--- config.mk ---
export PLATFORM = sky130hd
export DESIGN_NAME = axi_inst_read_bridge_flat
export DESIGN_NICKNAME = d
export VERILOG_FILES = /design/src/rtl/axi_inst_read_bridge_if.sv /design/src/rtl/axi_inst_read_bridge.sv /design/src/flat_wrapper.sv
export SDC_FILE = /design/constraint.sdc
export NUM_CORES = 1
export LEC_CHECK = 0
export BUFFER_PORTS_ARGS = -buffer_cell sky130_fd_sc_hd__buf_2
export CAP_MARGIN = 25
export CORE_ASPECT_RATIO = 1.2
export CORE_MARGIN = 8
export CORE_UTILIZATION = 30
export DETAILED_ROUTE_END_ITERATION = 8
export RECOVER_POWER = 50
export SLEW_MARGIN = 20
export SYNTH_ARGS = -nofsm -noshare
export SYNTH_HDL_FRONTEND = slang
export SYNTH_SLANG_ARGS = --single-unit
--- constraint.sdc ---
create_clock -name clk -period 1.6 [get_ports clk]
set_input_delay 0.4 -clock clk [delete_from_list [all_inputs] [get_ports clk]]
set_output_delay 0.4 -clock clk [all_outputs]
set_load 0.02 [all_outputs]
--- src/rtl/axi_inst_read_bridge_if.sv ---
// Bundle of the fetch-side request/response signals and the AXI4 read
// address/data channels of the instruction read bridge.
// slave  : view of the bridge itself (takes fetch requests, drives AR, takes R).
// master : view of the surrounding environment (fetch stage plus interconnect).
// When RRESP_ERR_EN is defined the bundle also carries axi_err.
interface axi_inst_read_bridge_if #(
    parameter int ID_W   = 4,
    parameter int ADDR_W = 32
);
    // fetch-stage user side
    logic              axi_start;
    logic [ADDR_W-1:0] axi_addr;
    logic              axi_done;
    logic [31:0]       axi_rdata;
    logic              axi_busy;
`ifdef RRESP_ERR_EN
    logic              axi_err;
`endif
    // AXI4 read address channel
    logic [ID_W-1:0]   arid;
    logic [ADDR_W-1:0] araddr;
    logic [7:0]        arlen;
    logic [2:0]        arsize;
    logic [1:0]        arburst;
    logic [1:0]        arlock;
    logic [3:0]        arcache;
    logic [2:0]        arprot;
    logic              arvalid;
    logic              arready;
    // AXI4 read data channel
    logic [ID_W-1:0]   rid;
    logic [31:0]       rdata;
    logic [1:0]        rresp;
    logic              rlast;
    logic              rvalid;
    logic              rready;

    modport slave (
        input  axi_start, axi_addr,
        output axi_done, axi_rdata, axi_busy,
`ifdef RRESP_ERR_EN
        output axi_err,
`endif
        output arid, araddr, arlen, arsize, arburst, arlock, arcache, arprot, arvalid,
        input  arready,
        input  rid, rdata, rresp, rlast, rvalid,
        output rready
    );

    modport master (
        output axi_start, axi_addr,
        input  axi_done, axi_rdata, axi_busy,
`ifdef RRESP_ERR_EN
        input  axi_err,
`endif
        input  arid, araddr, arlen, arsize, arburst, arlock, arcache, arprot, arvalid,
        output arready,
        output rid, rdata, rresp, rlast, rvalid,
        input  rready
    );
endinterface

--- src/rtl/axi_inst_read_bridge.sv ---
// Instruction fetch AXI read bridge: each one-cycle axi_start becomes one
// single-beat AXI4 read (AR then R); the returned word is presented on
// axi_rdata with a one-cycle axi_done pulse. One transaction outstanding.
// Handshakes: a transfer happens on a channel exactly in the cycle where both
// valid and ready are high; arvalid/araddr never change while waiting for
// arready, and rready is only high in the R state.
// Optional feature macro: RRESP_ERR_EN (adds axi_err, replaces errored data
// with a NOP word 32'h0000_0000).
// dbg_state exposes the FSM state: 0=IDLE 1=AR 2=R 3=DONE.
module axi_inst_read_bridge #(
    parameter int ID_W   = 4,
    parameter int AR_ID  = 0,
    parameter int ADDR_W = 32
) (
    input  logic                  clk,
    input  logic                  resetn,
    axi_inst_read_bridge_if.slave bus,
    output logic [1:0]            dbg_state
);

    typedef enum logic [1:0] {
        S_IDLE = 2'd0,
        S_AR   = 2'd1,
        S_R    = 2'd2,
        S_DONE = 2'd3
    } state_t;

    state_t state;

    // fixed attributes of every request: single 4-byte INCR beat, instruction access
    assign bus.arid    = ID_W'(AR_ID);
    assign bus.arlen   = 8'd0;
    assign bus.arsize  = 3'b010;
    assign bus.arburst = 2'b01;
    assign bus.arlock  = 2'b00;
    assign bus.arcache = 4'b0000;
    assign bus.arprot  = 3'b100;

    assign dbg_state = state;

    // rid and rlast carry no information for a single-beat, single-ID read
`ifdef RRESP_ERR_EN
    logic unused_inputs;
    assign unused_inputs = ^{bus.rid, bus.rlast};
`else
    logic unused_inputs;
    assign unused_inputs = ^{bus.rid, bus.rlast, bus.rresp};
`endif

    // request FSM with all handshake and user outputs registered
    always_ff @(posedge clk) begin
        if (!resetn) begin
            state         <= S_IDLE;
            bus.araddr    <= '0;
            bus.arvalid   <= 1'b0;
            bus.rready    <= 1'b0;
            bus.axi_done  <= 1'b0;
            bus.axi_busy  <= 1'b0;
            bus.axi_rdata <= 32'h0;
`ifdef RRESP_ERR_EN
            bus.axi_err   <= 1'b0;
`endif
        end else begin
            bus.axi_done <= 1'b0;
`ifdef RRESP_ERR_EN
            bus.axi_err  <= 1'b0;
`endif
            case (state)
                S_IDLE: begin
                    if (bus.axi_start) begin
                        bus.araddr   <= bus.axi_addr;
                        bus.arvalid  <= 1'b1;
                        bus.axi_busy <= 1'b1;
                        state        <= S_AR;
                    end
                end
                S_AR: begin
                    if (bus.arvalid && bus.arready) begin
                        bus.arvalid <= 1'b0;
                        bus.rready  <= 1'b1;
                        state       <= S_R;
                    end
                end
                S_R: begin
                    if (bus.rvalid && bus.rready) begin
                        bus.rready   <= 1'b0;
                        bus.axi_busy <= 1'b0;
                        bus.axi_done <= 1'b1;
`ifdef RRESP_ERR_EN
                        if (bus.rresp != 2'b00) begin
                            bus.axi_rdata <= 32'h0000_0000;
                            bus.axi_err   <= 1'b1;
                        end else begin
                            bus.axi_rdata <= bus.rdata;
                        end
`else
                        bus.axi_rdata <= bus.rdata;
`endif
                        state <= S_DONE;
                    end
                end
                default: begin
                    // DONE lasts exactly one cycle; starts seen here are dropped
                    state <= S_IDLE;
                end
            endcase
        end
    end

endmodule

--- src/flat_wrapper.sv ---
// flat-port wrapper written by rule: the top's interface ports become plain ports
module axi_inst_read_bridge_flat 
#(
    parameter int ID_W   = 4,
    parameter int AR_ID  = 0,
    parameter int ADDR_W = 32
)
  (clk, resetn, dbg_state, bus_axi_start, bus_axi_addr, bus_axi_done, bus_axi_rdata, bus_axi_busy, bus_arid, bus_araddr, bus_arlen, bus_arsize, bus_arburst, bus_arlock, bus_arcache, bus_arprot, bus_arvalid, bus_arready, bus_rid, bus_rdata, bus_rresp, bus_rlast, bus_rvalid, bus_rready);
  axi_inst_read_bridge_if #(.ID_W(ID_W), .ADDR_W(ADDR_W)) bus_i ();
  input  logic clk;
  input  logic resetn;
  output logic [1:0] dbg_state;
  input wire logic [$bits(bus_i.axi_start)-1:0] bus_axi_start;
  input wire logic [$bits(bus_i.axi_addr)-1:0] bus_axi_addr;
  output wire logic [$bits(bus_i.axi_done)-1:0] bus_axi_done;
  output wire logic [$bits(bus_i.axi_rdata)-1:0] bus_axi_rdata;
  output wire logic [$bits(bus_i.axi_busy)-1:0] bus_axi_busy;
  output wire logic [$bits(bus_i.arid)-1:0] bus_arid;
  output wire logic [$bits(bus_i.araddr)-1:0] bus_araddr;
  output wire logic [$bits(bus_i.arlen)-1:0] bus_arlen;
  output wire logic [$bits(bus_i.arsize)-1:0] bus_arsize;
  output wire logic [$bits(bus_i.arburst)-1:0] bus_arburst;
  output wire logic [$bits(bus_i.arlock)-1:0] bus_arlock;
  output wire logic [$bits(bus_i.arcache)-1:0] bus_arcache;
  output wire logic [$bits(bus_i.arprot)-1:0] bus_arprot;
  output wire logic [$bits(bus_i.arvalid)-1:0] bus_arvalid;
  input wire logic [$bits(bus_i.arready)-1:0] bus_arready;
  input wire logic [$bits(bus_i.rid)-1:0] bus_rid;
  input wire logic [$bits(bus_i.rdata)-1:0] bus_rdata;
  input wire logic [$bits(bus_i.rresp)-1:0] bus_rresp;
  input wire logic [$bits(bus_i.rlast)-1:0] bus_rlast;
  input wire logic [$bits(bus_i.rvalid)-1:0] bus_rvalid;
  output wire logic [$bits(bus_i.rready)-1:0] bus_rready;
  assign bus_i.axi_start = bus_axi_start;
  assign bus_i.axi_addr = bus_axi_addr;
  assign bus_axi_done = bus_i.axi_done;
  assign bus_axi_rdata = bus_i.axi_rdata;
  assign bus_axi_busy = bus_i.axi_busy;
  assign bus_arid = bus_i.arid;
  assign bus_araddr = bus_i.araddr;
  assign bus_arlen = bus_i.arlen;
  assign bus_arsize = bus_i.arsize;
  assign bus_arburst = bus_i.arburst;
  assign bus_arlock = bus_i.arlock;
  assign bus_arcache = bus_i.arcache;
  assign bus_arprot = bus_i.arprot;
  assign bus_arvalid = bus_i.arvalid;
  assign bus_i.arready = bus_arready;
  assign bus_i.rid = bus_rid;
  assign bus_i.rdata = bus_rdata;
  assign bus_i.rresp = bus_rresp;
  assign bus_i.rlast = bus_rlast;
  assign bus_i.rvalid = bus_rvalid;
  assign bus_rready = bus_i.rready;
  axi_inst_read_bridge #(.ID_W(ID_W), .AR_ID(AR_ID), .ADDR_W(ADDR_W)) u_core (.clk(clk), .resetn(resetn), .bus(bus_i), .dbg_state(dbg_state));
endmodule
; ---- After elaboration in Yosys (flattened, before gate mapping)
; Cells that the tools add are included.
[classes]
reduce_logical = 13
n_mux = 12
n_eq_ne = 5
[ops]
columns = operator, count
row1 = AND reduction 3 bit, 4
row2 = 2-to-1 mux 2 bit, 3
row3 = one-hot mux 1 bit (2 select lines), 3
row4 = one-hot mux 2 bit (3 select lines), 1
row5 = AND reduction 2 bit, 3
row6 = nonzero test 2 bit, 3
row7 = 2-to-1 mux 1 bit, 5
row8 = "inequality test 2 x 1 -> 1 bit, second input constant", 2
row9 = "== test 2 x 1 -> 1 bit, second input constant", 1
row10 = "== test 2 bit, second input constant", 1
row11 = logical AND 1 bit, 2
row12 = logical NOT 2 bit, 1
row13 = "inequality test 2 bit, second input constant", 1
[totals]
wordCells = 37
output_inout_bits = 96
in_bits = 76
regBits = 70

; ---- Logic depth before layout (Yosys ltp)
; Gate-level depths: netlist (run 1).
[depth]
word_depth = 3
depth_mapped = 8
ltp_nobuf = 6

; ---- Least setup slack after synthesis (run 1)
; OpenSTA, ideal clock, no wires.
[synth_path]
kind = flip-flop to flip-flop
from = reg u_core.state[0], in the netlist u_core.dbg_state[0]
to = reg u_core.bus.axi_done
path_stages_with_launch = 8
t_arrival_ns = 1.517
period_less_slack_ns = 1.632
t_required_ns = 1.485
n_path_buf = 3
setup_ns = 0.115
setup_slack_ns = -0.032
path_cell_list = dfxtp_1 -> inv_1 -> ha_1 -> buf_6 -> and3_1 -> buf_4 -> buf_6 -> and2_1
[synth_between]
elab_chain_len = 2
[synth_rtl]
columns = element, line_no
row1 = "start, declared", axi_inst_read_bridge.sv:28  ; state_t state;
row2 = "start signal, assigned", axi_inst_read_bridge.sv:53  ; state <= S_IDLE;
row3 = "start signal, assigned", axi_inst_read_bridge.sv:74  ; state <= S_AR;
row4 = "start signal, assigned", axi_inst_read_bridge.sv:81  ; state <= S_R;
row5 = == test 2 bit, axi_inst_read_bridge.sv:68  ; case (state)
row6 = AND reduction 2 bit (no source line), -
row7 = "end signal, assigned", axi_inst_read_bridge.sv:57  ; bus.axi_done <= 1'b0;
row8 = "end signal, assigned", axi_inst_read_bridge.sv:64  ; bus.axi_done <= 1'b0;
row9 = "end signal, assigned", axi_inst_read_bridge.sv:88  ; bus.axi_done <= 1'b1;
row10 = "end, declared", axi_inst_read_bridge_if.sv:40  ; output axi_done, axi_rdata, axi_busy,
; No other way between the ends.
; A chain may end at the register's enable or synchronous reset.

; ---- Final worst setup path (run 1)
[layout_path]
from = reg u_core.state[0], in the netlist u_core.dbg_state[0]
to = reg u_core.state[0], in the netlist u_core.dbg_state[0]
[layout_between]
elab_chain_len = 3
word_cells_on_any_way = 8
classes_between = 5 x eq/ne / 1 x mux / 2 x reduce/logical
[layout_rtl]
columns = element, line_no
row1 = == test 2 bit (tied with other cells), axi_inst_read_bridge.sv:68
row2 = inequality test 2 x 1 -> 1 bit (no source line) or inequality test 2 bit (tied branches), -
row3 = AND reduction 3 bit (no source line), -
; Parallel ways exist; a longest one is shown, timed or not.

==> results of run 1 <==
cells in the final DEF, fill, tap and decap left out, types with 2 or more instances in the layout:
cell and count:
and2_1 3, clkbuf_1 68, a21boi_1 4, nor2_1 3, dfxtp_1 68, ha_1 4, buf_4 5, inv_1 2
clkinv_2 2, conb_1 26, o21ai_0 3, nand3_1 3, dfxtp_2 2, a21boi_0 31, buf_12 4, buf_2 71
nand2_1 136, a21oi_1 2, nor2b_1 2, clkbuf_16 9, a21boi_2 29
cell families after synthesis:
kind of cell	Yosys count
flops	70
compound gates	74
buf+inv	51
fa+ha+maj	5
other cells	2
simple gates	150
cell type report:
cell class,instances,area (sq um),share of cell area
antenna,1,2.50,0.000626
clock buffer,11,243,0.0607
clock inverter,4,47.5,0.0119
inverter,2,7.51,0.00188
multi-input combinational,255,1410,0.353
sequential,70,1400,0.351
tap,126,158,0.0394
timing repair buffer,147,724,0.181
final timing paths:
check	depth (start not counted)	slack (ps)	to	start
worst max-delay path	5	160	u_core.dbg_state[0]	u_core.dbg_state[0]
worst min register to register	2	460	u_core.bus.araddr[21]	u_core.bus.araddr[21]
worst min-delay path	3	310	u_core.bus.araddr[23]	bus_axi_addr[23]
worst max register to register	5	160	u_core.dbg_state[0]	u_core.dbg_state[0]
state kept, by name (all words and copies together) (netlist names):
name	flops
u_core.bus.araddr	32
u_core.bus.arvalid	1
u_core.bus.axi_busy	1
u_core.bus.axi_done	1
u_core.bus.axi_rdata	32
u_core.bus.rready	1
u_core.dbg_state	2
power by group:
part	total, mW	internal [mW]	switching [mW]	leakage [nW]
registers	2.06	1.94	0.123	0.570
logic	1.38	0.500	0.879	0.860
clock network	1.93	1.23	0.700	0.141
total	5.38	3.67	1.70	1.57
worst reg2reg max path: stages, from the launching register on:
cell	delay [ps]
dfxtp_2	360
inv_1	90
ha_1	250
nor2b_1	170
a221oi_2	300
o21ai_0	140
timing repair:
action                                  4_1_cts  5_1_grt
resized for setup                             0        2
buffers inserted                              0        0
endpoints found under the setup margin        0        5
per-layer routing:
metal  up-vias  routed length (um)  track usage
met5         -                   0            0
met4         0                 157       0.0517
li1       1339                   -            -
met2        94                3990        0.195
met3        13                 910       0.0543
met1      1190                3120        0.117
per-stage QoR:
stage,setup slack (ps),hold slack [ps],total power [mW]
CTS,98.3,294,5.53
global placement,185,440,3.51
floorplan,86.3,512,3.10
finish,157,314,5.38
detailed placement,112,448,3.55
global route,-1.05,313,5.69
==> flow_summary.json, run 1 <==
{
  "maxCapViolations": 0,
  "cp-end-kind": "flip-flop",
  "drv_slew": 0,
  "htreeDepth": 3,
  "status": "complete, no violations",
  "drive_gt1_frac": 0.260,
  "synth-simple-area-share": 0.191,
  "clk_pin_slew_ps": 50,
  "yosys_warnings": 0,
  "p_leak_nw": 1.57,
  "finalInstanceArea_sq_mm": 0.00400,
  "cts_root_buf": "clkbuf_16",
  "crit_family": "compound AO/OA/AOI/OAI gates",
  "yosys-mux-area-fraction": 0,
  "synthToLayoutAreaGrowth_pct": 29.8,
  "clk_latency_ps": 320,
  "post_synth_xor_area_fraction": 0,
  "netlist-cell-type-count": 26,
  "cts.sinks": 70,
  "ys_top_cells_by_area": "dfxtp_1 (46%), nand2_1 (17%), a21boi_2 (11%)",
  "drt_first_pass_iters": 4,
  "crit_buf_inv": 1,
  "synthFlopType": "dfxtp_1",
  "cts_tree": "yes",
  "synthArstFlopShare": 0,
  "ys_seq_area_frac": 0.455,
  "dpl.hpwl_um": 6130,
  "synth_top_area_frac": 0.455,
  "placed_area_sq_mm": 0.00378,
  "dr.first_iter.drc_count": 76,
  "worstPathCellList": "inv_1 > ha_1 > nor2b_1 > a221oi_2 > o21ai_0",
  "crit_arrival_ps": 1640,
  "io_pins": 172,
  "grt_pass1_wl_um": 12600,
  "nNetsFinal": 566,
  "core_sq_mm": 0.0100,
  "setup_viol": 0,
  "min_period_ps": 1440,
  "fin_util": 0.399,
  "overflow": 0,
  "antenna_found_initial": 1,
  "synth_top_family_by_area": "compound AO/OA/AOI/OAI gates",
  "dieArea_sq_mm": 0.0138,
  "synth_area_sq_mm": 0.00308,
  "min_period_over_period": 0.902,
  "start_util": 0.308,
  "ys_top_cells_by_count": "nand2_1 (136), dfxtp_1 (70), a21boi_0 (31)",
  "numPortBuffers": 138,
  "die_w_um": 108,
  "yosysTopAreaCell": "dfxtp_1",
  "wl_per_cell_um": 13.3,
  "grt_max_degree": 38,
  "setup_tns_ps": 0,
  "drt-vias-per-instance": 4.28,
  "crit_required_ps": 1800,
  "row_count": 40,
  "avgSynthCellArea_sq_um": 8.75,
  "startpoint_type": "flip-flop",
  "cpMaxStageDelayCell": "dfxtp_2",
  "ys_ff_latch": 70,
  "drc": 0,
  "synthAdderAreaFrac": 0.0203,
  "hp-class": "in2reg",
  "cts_made_buffers": 9,
  "die_y_um": 127,
  "crit_fanout": 5,
  "yosysMostFrequentCell": "nand2_1",
  "netlist_instances": 352,
  "synth_compound_area_frac": 0.214,
  "grt_use_total": 0.115,
  "hold_buffers": 0,
  "fin_cells": 616,
  "synth-edff-count": 0,
  "slowest_delay_ps": 360,
  "routed_wl_um": 8170,
  "p_per_area_mw_per_mm2": 1350,
  "n_fill_cell": 1090,
  "antenna_left": 0,
  "max_freq_mhz": 693,
  "via_count": 2636,
  "globalplace.congestion": 0.755,
  "dp.cells": 600,
  "grt_pass1_vias": 2613,
  "peakVddDrop_mv": 0.742,
  "clock_skew_ps": 3.31,
  "critPathKind": "reg2reg",
  "cts.path.max_buffers": 2,
  "hold_viol": 0
}
(Power assumes the default switching activity.)
==> run 2, diff against run 1 <==
--- a/config.mk
+++ b/config.mk
@@ -11,6 +11,7 @@
 export CORE_MARGIN = 8
 export CORE_UTILIZATION = 30
 export DETAILED_ROUTE_END_ITERATION = 8
+export PLACE_DENSITY_LB_ADDON = 0.12
 export RECOVER_POWER = 50
 export SLEW_MARGIN = 20
 export SYNTH_ARGS = -nofsm -noshare
==> run 2 against run 1 <==
Compared with the run above:
- maximum frequency up 1.1%
- flip-flop and latch count unchanged
- clock skew down 0.59 ps
- sequential share of layout area up 0.27 points
- global-route usage up 0.24 points
- non-clock buffer count unchanged
- largest cell class unchanged
- highest routed layer unchanged
- wire length up 1.3%
- critical endpoint is now u_core.bus.axi_rdata[1]
==> flow_summary.json, run 2 (synthesis gave the netlist of run 1 again) <==
{
  "status": "complete, no violations",
  "worstPathCellList": "inv_1 > ha_2 > and3_2 > buf_12 > nand2_1 > a21boi_0",
  "setup_viol": 0,
  "critPathKind": "reg2reg",
  "grt_pass1_wl_um": 12900,
  "via_count": 2609,
  "dpl.hpwl_um": 6180,
  "layout_commonest_cell": "nand2_1",
  "clk_latency_ps": 320,
  "cts.sinks": 70,
  "min_period_over_period": 0.892,
  "post_cts.repair.setup_buffers": 0,
  "core_sq_mm": 0.0100,
  "startpoint_type": "flip-flop",
  "hold_buffers": 0,
  "antenna_cells": 0,
  "drc": 0,
  "finalInstanceArea_sq_mm": 0.00397,
  "drt-vias-per-instance": 4.24,
  "htreeDepth": 3,
  "cts.path.max_buffers": 2,
  "cpMaxStageDelayCell": "dfxtp_2",
  "die_y_um": 127,
  "cp-end-kind": "flip-flop",
  "crit_required_ps": 1850,
  "globalplace.congestion": 0.707,
  "row_count": 40,
  "grt_pass1_vias": 2543,
  "dieArea_sq_mm": 0.0138,
  "numPortBuffers": 138,
  "dr.first_iter.drc_count": 107,
  "hp-class": "in2reg",
  "routed_wl_um": 8280,
  "overflow": 0,
  "drv_slew": 0,
  "p_per_area_mw_per_mm2": 1300,
  "cts_tree": "yes",
  "drive_gt1_frac": 0.254,
  "cts_root_buf": "clkbuf_16",
  "peakVddDrop_mv": 0.573,
  "max_freq_mhz": 701,
  "cts_made_buffers": 9,
  "hold_viol": 0,
  "crit_fanout": 32,
  "start_util": 0.308,
  "setup_tns_ps": 0,
  "p_leak_nw": 1.55,
  "crit_arrival_ps": 1680,
  "nNetsFinal": 566,
  "die_w_um": 108,
  "maxCapViolations": 0,
  "placed_area_sq_mm": 0.00380,
  "ff2ff_setup_slack_ps": 170,
  "slowest_delay_ps": 340,
  "antenna_left": 0,
  "grt_max_degree": 47,
  "wl_per_cell_um": 13.5,
  "min_period_ps": 1430,
  "synthToLayoutAreaGrowth_pct": 28.8,
  "cts-resized-gates": 0,
  "finalPower_mw": 5.15,
  "final_cell_mix": "nand2_1 (136), clkbuf_1 (72), buf_2 (70)",
  "drt_first_pass_iters": 4,
  "n_fill_cell": 1115,
  "clock_skew_ps": 2.72,
  "io_pins": 172,
  "grt_use_total": 0.117,
  "antenna_found_initial": 0,
  "clk_pin_slew_ps": 50
}
-- run 2: layout make-up --
class / count / area, sq um / area share
clock buffer: 13 / 240 / 0.0606
clock inverter: 2 / 10.0 / 0.00252
inverter: 2 / 7.51 / 0.00189
multi-input combinational: 255 / 1410 / 0.356
sequential: 70 / 1400 / 0.354
tap: 126 / 158 / 0.0397
timing repair buffer: 147 / 736 / 0.185
-- run 2: stage by stage --
step                 util  instances  hold slack [ps]  worst slack, ps
finish              0.396        615              313              173
floorplan               -        376              512             86.3
detailed placement  0.379        600              445             75.9
CTS                 0.404        615              299             62.0
global route        0.396        615              311            -2.87
global placement    0.379        600              440              130
-- run 2: final timing paths --
check / start / end / depth (start not counted)
worst max-delay path: u_core.dbg_state[0] / u_core.bus.axi_rdata[1] / 6
worst min-delay path: bus_axi_addr[22] / u_core.bus.araddr[22] / 3
worst max register to register: u_core.dbg_state[0] / u_core.bus.axi_rdata[1] / 6
worst min register to register: u_core.bus.araddr[22] / u_core.bus.araddr[22] / 2
-- run 2: routing by layer --
metal / part of all wire / global-route usage / vias up
li1: - / - / 1338
met1: 0.42 / 0.136 / 1169
met2: 0.46 / 0.184 / 94
met3: 0.11 / 0.0523 / 8
met4: 0.013 / 0.0484 / 0
met5: 0 / 0 / -
-- run 2: worst max-delay path: cells and delay by family (launching register included) --
kind / cells / cell delay [ps]
flops: 1 / 340
simple gates: 2 / 330
buf+inv: 2 / 290
fa+ha+maj: 1 / 250
compound gates: 1 / 140
-- run 2: where the power goes --
part	internal (mW)	switching [mW]
clock network	1.04	0.679
registers	1.94	0.122
logic	0.498	0.871
total	3.47	1.67
